--- config.mk ---
export PLATFORM = sky130hd
export DESIGN_NAME = alien_fleet_flat
export DESIGN_NICKNAME = d
export VERILOG_FILES = /design/src/rtl/alien_fleet_if.sv /design/src/rtl/alien_fleet.sv /design/src/flat_wrapper.sv
export SDC_FILE = /design/constraint.sdc
export NUM_CORES = 1
export LEC_CHECK = 0
export CORE_MARGIN = 2
export CORE_UTILIZATION = 34
export DETAILED_ROUTE_END_ITERATION = 10
export MAX_ROUTING_LAYER = met4
export PLACE_DENSITY = 0.52
export SLEW_MARGIN = 20
export SYNTH_ARGS = -nofsm -noshare
export SYNTH_HDL_FRONTEND = slang
export SYNTH_SLANG_ARGS = --single-unit
--- constraint.sdc ---
create_clock -name clk -period 6.5 [get_ports clk]
set_input_delay 1.625 -clock clk [delete_from_list [all_inputs] [get_ports clk]]
set_output_delay 1.625 -clock clk [all_outputs]
set_load 0.05 [all_outputs]
--- src/rtl/alien_fleet_if.sv ---
// Missile-hit request/report bundle between a shooter (master) and the alien fleet (slave).
interface alien_fleet_if;
    logic       hit_valid;
    logic [9:0] hit_x;
    logic [9:0] hit_y;
    logic       hit_ready;
    logic       hit_ack;
    logic       hit_miss;
    logic [5:0] killed_idx;

    modport master (
        output hit_valid, hit_x, hit_y,
        input  hit_ready, hit_ack, hit_miss, killed_idx
    );

    modport slave (
        input  hit_valid, hit_x, hit_y,
        output hit_ready, hit_ack, hit_miss, killed_idx
    );
endinterface

--- src/rtl/alien_fleet.sv ---
// 4x9 alien fleet: frame-paced marching/dropping plus a serial hit scanner over all 36 aliens.
// Optional feature macro ALIEN_SPEEDUP_EN halves the step period once 9 or fewer aliens remain.
module alien_fleet #(
    parameter int STEP_PERIOD = 8,
    parameter int STEP_X      = 4,
    parameter int STEP_Y      = 10,
    parameter int X_MIN       = 10,
    parameter int X_MAX       = 630,
    parameter int Y_LIMIT     = 400,
    parameter int X_START     = 20,
    parameter int Y_START     = 40
) (
    input  logic                clk,
    input  logic                rst_n,
    input  logic                frameTick,
    input  logic                restart,
    alien_fleet_if.slave        hit,
    output logic [9:0]          xAlien,
    output logic [9:0]          yAlien,
    output logic [35:0]         alive,
    output logic                allDead,
    output logic                reachedBottom
);

    typedef enum logic {IDLE = 1'b0, SCAN = 1'b1} state_t;

    localparam logic [15:0] PERIOD_FULL = 16'(STEP_PERIOD);
    localparam logic [15:0] PERIOD_FAST = ((STEP_PERIOD >> 1) < 1) ? 16'd1 : 16'(STEP_PERIOD >> 1);

    state_t      state_q, state_d;
    logic [5:0]  idx_q, idx_d;
    logic [1:0]  row_q, row_d;
    logic [3:0]  col_q, col_d;
    logic [9:0]  hx_q, hx_d, hy_q, hy_d;
    logic [9:0]  x_q, x_d, y_q, y_d;
    logic        dir_left_q, dir_left_d;
    logic [35:0] alive_q, alive_d;
    logic [15:0] cnt_q, cnt_d;
    logic        pending_q, pending_d;
    logic        ack_q, ack_d, miss_q, miss_d;
    logic [5:0]  kidx_q, kidx_d;
    logic        bottom_q, bottom_d;

    logic [15:0] period_s;
    logic [11:0] lx_s, ly_s, hx_s, hy_s, x_ext_s;
    logic        match_s, step_now_s, frozen_s, period_done_s, all_dead_s;

`ifdef ALIEN_SPEEDUP_EN
    function automatic logic [5:0] count_alive(input logic [35:0] v);
        logic [5:0] n;
        n = 6'd0;
        for (int k = 0; k < 36; k++) begin
            n = n + {5'd0, v[k]};
        end
        return n;
    endfunction

    assign period_s = (count_alive(alive_q) <= 6'd9) ? PERIOD_FAST : PERIOD_FULL;
`else
    assign period_s = PERIOD_FULL;
`endif

    // Extended to 12 bits so the box and edge compares never wrap.
    assign x_ext_s    = {2'b00, x_q};
    assign lx_s       = x_ext_s + 12'(col_q) * 12'd40;
    assign ly_s       = {2'b00, y_q} + 12'(row_q) * 12'd20;
    assign hx_s       = {2'b00, hx_q};
    assign hy_s       = {2'b00, hy_q};
    assign match_s    = alive_q[idx_q] && (hx_s > lx_s) && (hx_s < lx_s + 12'd20)
                        && (hy_s > ly_s) && (hy_s < ly_s + 12'd10);
    assign all_dead_s = (alive_q == 36'd0);
    assign frozen_s   = all_dead_s || bottom_q;
    assign step_now_s = (state_q == IDLE) && pending_q;

    // Next-state logic: frame pacing, fleet motion and the hit-scan FSM.
    always_comb begin
        state_d       = state_q;
        idx_d         = idx_q;
        row_d         = row_q;
        col_d         = col_q;
        hx_d          = hx_q;
        hy_d          = hy_q;
        x_d           = x_q;
        y_d           = y_q;
        dir_left_d    = dir_left_q;
        alive_d       = alive_q;
        cnt_d         = cnt_q;
        ack_d         = 1'b0;
        miss_d        = 1'b0;
        kidx_d        = kidx_q;
        period_done_s = 1'b0;

        if (frameTick) begin
            if (cnt_q + 16'd1 >= period_s) begin
                cnt_d         = 16'd0;
                period_done_s = 1'b1;
            end else begin
                cnt_d = cnt_q + 16'd1;
            end
        end else begin
            cnt_d = cnt_q;
        end
        pending_d = (pending_q && !step_now_s) || period_done_s;

        if (step_now_s && !frozen_s) begin
            if (!dir_left_q) begin
                if (x_ext_s + 12'(STEP_X) + 12'd340 > 12'(X_MAX)) begin
                    y_d        = y_q + 10'(STEP_Y);
                    dir_left_d = 1'b1;
                end else begin
                    x_d = x_q + 10'(STEP_X);
                end
            end else begin
                if (x_ext_s < 12'(X_MIN) + 12'(STEP_X)) begin
                    y_d        = y_q + 10'(STEP_Y);
                    dir_left_d = 1'b0;
                end else begin
                    x_d = x_q - 10'(STEP_X);
                end
            end
        end else begin
            x_d = x_q;
        end

        case (state_q)
            IDLE: begin
                if (hit.hit_valid) begin
                    hx_d    = hit.hit_x;
                    hy_d    = hit.hit_y;
                    idx_d   = 6'd0;
                    row_d   = 2'd0;
                    col_d   = 4'd0;
                    state_d = SCAN;
                end else begin
                    state_d = IDLE;
                end
            end
            SCAN: begin
                if (match_s) begin
                    alive_d[idx_q] = 1'b0;
                    ack_d          = 1'b1;
                    kidx_d         = idx_q;
                    state_d        = IDLE;
                end else if (idx_q == 6'd35) begin
                    miss_d  = 1'b1;
                    state_d = IDLE;
                end else begin
                    idx_d = idx_q + 6'd1;
                    if (col_q == 4'd8) begin
                        col_d = 4'd0;
                        row_d = row_q + 2'd1;
                    end else begin
                        col_d = col_q + 4'd1;
                    end
                end
            end
            default: state_d = IDLE;
        endcase

        bottom_d = bottom_q || ({2'b00, y_q} + 12'd70 >= 12'(Y_LIMIT));
    end

    // State register; restart returns everything to the reset state synchronously.
    always_ff @(posedge clk or negedge rst_n) begin
        if (!rst_n) begin
            state_q <= IDLE;       idx_q <= 6'd0;       row_q <= 2'd0;   col_q <= 4'd0;
            hx_q <= 10'd0;         hy_q <= 10'd0;
            x_q <= 10'(X_START);   y_q <= 10'(Y_START); dir_left_q <= 1'b0;
            alive_q <= {36{1'b1}}; cnt_q <= 16'd0;      pending_q <= 1'b0;
            ack_q <= 1'b0;         miss_q <= 1'b0;      kidx_q <= 6'd0;  bottom_q <= 1'b0;
        end else if (restart) begin
            state_q <= IDLE;       idx_q <= 6'd0;       row_q <= 2'd0;   col_q <= 4'd0;
            hx_q <= 10'd0;         hy_q <= 10'd0;
            x_q <= 10'(X_START);   y_q <= 10'(Y_START); dir_left_q <= 1'b0;
            alive_q <= {36{1'b1}}; cnt_q <= 16'd0;      pending_q <= 1'b0;
            ack_q <= 1'b0;         miss_q <= 1'b0;      kidx_q <= 6'd0;  bottom_q <= 1'b0;
        end else begin
            state_q <= state_d;    idx_q <= idx_d;      row_q <= row_d;  col_q <= col_d;
            hx_q <= hx_d;          hy_q <= hy_d;
            x_q <= x_d;            y_q <= y_d;          dir_left_q <= dir_left_d;
            alive_q <= alive_d;    cnt_q <= cnt_d;      pending_q <= pending_d;
            ack_q <= ack_d;        miss_q <= miss_d;    kidx_q <= kidx_d; bottom_q <= bottom_d;
        end
    end

    assign hit.hit_ready  = (state_q == IDLE);
    assign hit.hit_ack    = ack_q;
    assign hit.hit_miss   = miss_q;
    assign hit.killed_idx = kidx_q;
    assign xAlien         = x_q;
    assign yAlien         = y_q;
    assign alive          = alive_q;
    assign allDead        = all_dead_s;
    assign reachedBottom  = bottom_q;

endmodule

--- src/flat_wrapper.sv ---
// flat-port wrapper written by rule: the top's interface ports become plain ports
module alien_fleet_flat 
#(
    parameter int STEP_PERIOD = 8,
    parameter int STEP_X      = 4,
    parameter int STEP_Y      = 10,
    parameter int X_MIN       = 10,
    parameter int X_MAX       = 630,
    parameter int Y_LIMIT     = 400,
    parameter int X_START     = 20,
    parameter int Y_START     = 40
)
  (clk, rst_n, frameTick, restart, xAlien, yAlien, alive, allDead, reachedBottom, hit_hit_valid, hit_hit_x, hit_hit_y, hit_hit_ready, hit_hit_ack, hit_hit_miss, hit_killed_idx);
  alien_fleet_if hit_i ();
  input  logic clk;
  input  logic rst_n;
  input  logic frameTick;
  input  logic restart;
  output logic [9:0] xAlien;
  output logic [9:0] yAlien;
  output logic [35:0] alive;
  output logic allDead;
  output logic reachedBottom;
  input wire logic [$bits(hit_i.hit_valid)-1:0] hit_hit_valid;
  input wire logic [$bits(hit_i.hit_x)-1:0] hit_hit_x;
  input wire logic [$bits(hit_i.hit_y)-1:0] hit_hit_y;
  output wire logic [$bits(hit_i.hit_ready)-1:0] hit_hit_ready;
  output wire logic [$bits(hit_i.hit_ack)-1:0] hit_hit_ack;
  output wire logic [$bits(hit_i.hit_miss)-1:0] hit_hit_miss;
  output wire logic [$bits(hit_i.killed_idx)-1:0] hit_killed_idx;
  assign hit_i.hit_valid = hit_hit_valid;
  assign hit_i.hit_x = hit_hit_x;
  assign hit_i.hit_y = hit_hit_y;
  assign hit_hit_ready = hit_i.hit_ready;
  assign hit_hit_ack = hit_i.hit_ack;
  assign hit_hit_miss = hit_i.hit_miss;
  assign hit_killed_idx = hit_i.killed_idx;
  alien_fleet #(.STEP_PERIOD(STEP_PERIOD), .STEP_X(STEP_X), .STEP_Y(STEP_Y), .X_MIN(X_MIN), .X_MAX(X_MAX), .Y_LIMIT(Y_LIMIT), .X_START(X_START), .Y_START(Y_START)) u_core (.clk(clk), .rst_n(rst_n), .frameTick(frameTick), .restart(restart), .hit(hit_i), .xAlien(xAlien), .yAlien(yAlien), .alive(alive), .allDead(allDead), .reachedBottom(reachedBottom));
endmodule
Word level (Yosys, flattened, before mapping) --
Index checks and enable logic that the tools add are counted.
Word-level totals: register bits after elaboration 116, bits of input ports 25
Cells by class: $mul 2, eq/ne operators 10, reductions and logical operators 26, $add $sub $neg 14, bitwise logic cells 3, $lt $le $gt $ge 10, multiplexer cells 67
Operator list (count):
- $mux W10 | 16
- $mux W36 | 3
- $mux W16 | 3
- $mux W6 | 7
- $and A36 B36 Y36 | 1
- $logic_not A36 Y1 | 1
- $not A36 Y36 | 1
- $gt A10 B12 Y1 | 2
- $lt A10 B12 Y1 | 2
- $mux W1 | 22
- $mux W4 | 5
- $ne A3 B3 Y1 const B | 6
- $add A16 B1 Y16 const B | 1
- $ge A16 B4 Y1 const B | 1
- $add A12 B4 Y12 const B | 1
- $add A12 B5 Y12 const B | 1
- $add A12 B9 Y12 const B | 1
- $ge A12 B9 Y1 const B | 1
- $gt A12 B10 Y1 const B | 1
- $pmux W6 S2 | 1
- $add A10 B10 Y11 | 1
- $add A10 B3 Y11 const B | 1
- $add A10 B7 Y11 | 1
- $add A10 B7 Y11 const B | 1
- 30 further kinds | 51

Longest topological paths before layout --
depth after elaboration 10, gate-level depth with buffers 20, mapped depth without buffers 18

Worst setup path before layout --
OpenSTA, ideal clock, no wires.
path kind register -> register, from register u_core.col_q[1], to register u_core.alive_q[15] (netlist: u_core.alive[15]), setup time 80 ps, data arrival time 4346 ps, required time 6420 ps, path buffers 1, period minus slack after synthesis 4425 ps, setup slack 2075 ps, cell stages (with the launch flop) 18, cells stage by stage dfrtp_1 ha_1 ha_1 fa_1 ha_1 or2_2 and3_1 or2_2 nor3_1 xnor2_1 ha_1 a21o_1 a31oi_1 o2111ai_2 or4_1 clkbuf_1 o21ai_1 nand2b_1
Between the ends: word-level cells in the longest chain between the ends 9, elaborated cells on any way between the ends 11, classes of those cells add/sub (2); mul (1); order compare (2); reduce/logical (6)
Ends and longest elaborated chain:
- from (decl) | RTL line alien_fleet.sv:33 | logic [3:0] col_q, col_d;
- from (signal assigned) | RTL line alien_fleet.sv:178 | state_q <= state_d; idx_q <= idx_d; row_q <= row_d; col_q <= col_d;
- $mul A4 B3 Y7 * | RTL line alien_fleet.sv:65 | assign lx_s = x_ext_s + 12'(col_q) * 12'd40;
- $add A10 B10 Y11 * | RTL line alien_fleet.sv:65
- $add A12 B5 Y12 or $gt A10 B12 Y1 (tied branches) | RTL line alien_fleet.sv:69 | assign match_s = alive_q[idx_q] && (hx_s > lx_s) && (hx_s < lx_s + 12'd20)
- $lt A10 B12 Y1 or $logic_and A1 B1 Y1 (tied branches) | RTL line alien_fleet.sv:69
- $logic_and A1 B1 Y1 * | RTL line alien_fleet.sv:69
- $logic_and A1 B1 Y1 * (2 in series) | RTL line alien_fleet.sv:70 | && (hy_s > ly_s) && (hy_s < ly_s + 12'd10);
- $reduce_bool A2 Y1 (no source line) *
- $reduce_and A2 Y1 (no source line) *
- to (signal assigned) | RTL line alien_fleet.sv:181 | alive_q <= alive_d; cnt_q <= cnt_d; pending_q <= pending_d;
- to (decl) | RTL line alien_fleet.sv:37 | logic [35:0] alive_q, alive_d;
Every way passes the cells marked *; elsewhere a longest branch is shown, timed or not. A chain may end at the register's enable or synchronous reset.

Worst setup path after layout --
from register u_core.col_q[1], to register u_core.alive_q[16] (netlist: u_core.alive[16])
The elaborated chain is that of the path after synthesis.

==> results.md <==
* Outcome: finished clean
* EDFF count, synth at 0
* Seq cells post-synth at 113
* Met1 WL at ~10 mm
* Vias per cell at 5.33
* Clock tree buffer depth at 2
* Residual DRC count at 0
* Finished Cell Area at 0.00945 mm^2
* Worst vdd ir at 0.133 mV
* Initial Utilization at 0.345
* Layout area overhead at 21.6%
* Iter 0 DRT Violations at 350
* Ys async rst share at 1.00
* First-pass GRT wire length at 34.0 mm
* Synth Instances at 823
* Class of the worst hold path: reg -> reg
* Net Sw Frac at 0.249
* Commonest cells in the netlist: 73 x dfrtp_1, 66 x ha_1, 66 x nor2_1
* Num CTS Buffers at 17
* Top cells by area, synth: dfrtp_1 24%, dfstp_2 14%, ha_1 11%
* First-pass DRT Iterations at 5
* Syn avg cell area at 9.44 um^2
* Worst setup EP type: register
* Slew @ Worst Pin at roughly 0.86 ns
* Setup Crit Path Kind: reg -> reg
* Post-synth cell types at 80
* Post-CTS sizing at 0
* Max-cap violations at 0
* CTS Sinks at about 110
* Post-placement cell area at 0.00885 mm^2
* PortBufs at 88
* Worst slew margin at 0.427
* Sequential power share at 0.394
* Final setup skew at 0.00692 ns
* CTS tree: built
* Ys Warns at 0
* Die ar. at between 0.02 and 0.025 mm^2
* Final period util at 0.777
* Remaining antenna violation count at 0
* NumNets Final at 989
* Vias at 6,353
* Top-count cell post-synth: dfrtp_1
* Cell Int Power at roughly 1.4 mW
* Setup TNS at 0 ns
* Clock Tree Root: clkbuf_16
* Fin. max-slew vios at 0
* Syn Std Cell Area at 0.00777 mm^2
* Crit path launch: u_core.col_q[1]
* GRT Overall Usage at 0.182
* Number of antenna violations at the first check in global routing at 0
* Routability cong. at 0.828
* Clk pwr share at 0.512
* WL/cell at 17.4 um
* Tmin final at 5.05 ns
* Worst-Skew Late Latency at 0.42 ns
* Setup Buffers After CTS at 0
* DP Wirelength at 14.7 mm
* Leading area contributor after synthesis: dfrtp_1
* Final hold slack at 0.500 ns
* Yosys top cell area share at 0.235
* Overflow left after global routing at 0
* DR WL met3 at 886 um
* Met2 wire length at 9.41 mm
* Die H at 155 um
* Ant diodes at 0
* Hold Vio Cnt, Final at 0
* Unrepaired setup endpoints after global routing: no
* Vias in the first global route at 6,244
* Final WL at 20.7 mm
* Num ports at 92
* Reg2reg start: u_core.col_q[1]
* Critical path peak fanout at 15
* Logic pwr share at 0.094
* H-tree depth at 4
* Final setup viols at 0
* Hold path start: u_core.hx_q[0]
* Max Clock Freq at 0.198 GHz
* Worst Path Required at 6.85 ns
* Ys flop type: dfrtp_1
* Leak at 3.96 nW
* Die Wd at approximately 160 um
* CORE AREA at 0.0225 mm^2
* Switching power at 467 uW
* Top Layer Used: met4
* CP startpoint kind: register
* Share of post-route cells with drive strength above 1 at 0.115
* Power per cell area at 199 mW/mm^2
* Largest net degree at the start of global routing at 59
* Num rows at 55
* Sequential area share after synthesis at 0.370
* Hold_buf cts at 0
* Clk slew on worst S/H paths at roughly 0.06 ns
* CP Data Arrival Time at 5.40 ns
metal layers:
layer  track usage  vias up
met3        0.0384       18
met2         0.274      130
li1              -     3127
met1         0.251     3078
met5             -        -
met4        0.0476        0
power groups by stage:
stage | Clock [mW] | Sequential (mW) | Combinational (mW)
floorplan | 0 | 0.742 | 0.117
global placement | 0 | 0.751 | 0.177
detailed placement | 0 | 0.751 | 0.178
CTS | 0.987 | 0.740 | 0.180
global route | 1.02 | 0.742 | 0.198
finish | 0.961 | 0.740 | 0.176
layout by cell type, fill, tap and decap left out, drive strengths merged, types with 4 or more instances in the layout:
master / instances
a21o: 14
and3: 6
o21a: 6
a22o: 21
nand3b: 5
dfrtp: 73
buf: 7
and2: 16
xnor2: 29
a31oi: 10
ha: 66
nand4: 14
inv: 32
clkdlybuf4s50: 86
nand2: 41
nor2: 66
nor3: 14
mux2: 10
o21ai: 58
nand3: 25
a21oi: 38
or3: 4
fa: 4
clkbuf: 23
or2: 5
a211oi: 9
o311ai: 4
nor2b: 10
nand2b: 52
clkinv: 6
mux4: 4
mux2i: 16
dfstp: 40
xor2: 12
nor3b: 6
or4: 5
o21bai: 4
o22ai: 5
nor4: 11
registers in the layout, indices dropped and copies added, names as in the netlist:
name and flops:
u_core.alive 36, u_core.cnt_q 16, u_core.col_q 4, u_core.dir_left_q 1
u_core.hit.hit_ack 1, u_core.hit.hit_miss 1, u_core.hit.killed_idx 6, u_core.hx_q 10
u_core.hy_q 10, u_core.idx_q 6, u_core.pending_q 1, u_core.reachedBottom 1
u_core.row_q 2, u_core.state_q 1, u_core.xAlien 8, u_core.yAlien 9
critical path, stage by stage, from the launching register on:
cell and delay, ns:
dfrtp_1 0.42, ha_1 0.31, ha_1 0.23, fa_1 0.46, ha_1 0.32, or2_2 0.32
and3_1 0.19, or2_2 0.33, nor3_1 0.24, xnor2_1 0.16, ha_1 0.26, a21o_1 0.16
a31oi_1 0.17, o2111ai_2 0.40, or4_1 0.73, o21ai_1 0.20, nand2b_1 0.07
stage by stage:
stage,cells,total power [mW],util,setup WS (ns)
after floorplan,825,0.859,-,2.07
after global placement,1160,0.928,0.393,1.50
after detailed placement,1160,0.929,0.393,1.44
after CTS,1192,1.91,0.420,1.42
after global routing,1192,1.96,0.420,1.16
final,1192,1.88,0.420,1.45
final cells by class:
type	instances	area (um^2)
fill	2210	13100
multi-input combinational	637	4580
sequential	113	2880
timing repair buffer	93	911
clock buffer	23	468
tap	285	357
clock inverter	9	131
inverter	32	120
kinds of logic after synthesis:
group                      Yosys count  synth area share
other                                1          0.000483
AOI/OAI and AO/OA                  203             0.176
and+or+nand+nor                    290             0.201
DFF                                113             0.370
adders and majority gates           70             0.117
buffers and inverters               75            0.0414
xor gates and xnor gates            41            0.0472
muxes                               30            0.0472
worst paths after layout:
path | slack [ns] | cells after the start | to
worst max-delay path | 1.45 | 16 | u_core.alive[16]
worst min-delay path | 0.50 | 1 | u_core.hx_q[0]
worst max register to register | 1.45 | 16 | u_core.alive[16]
worst min register to register | 0.50 | 1 | u_core.hx_q[0]
max in group asynchronous | 4.01 | 2 | u_core.yAlien[8]
min in group asynchronous | 1.27 | 1 | u_core.hx_q[4]
No activity file was read; power rests on OpenSTA's default activity.
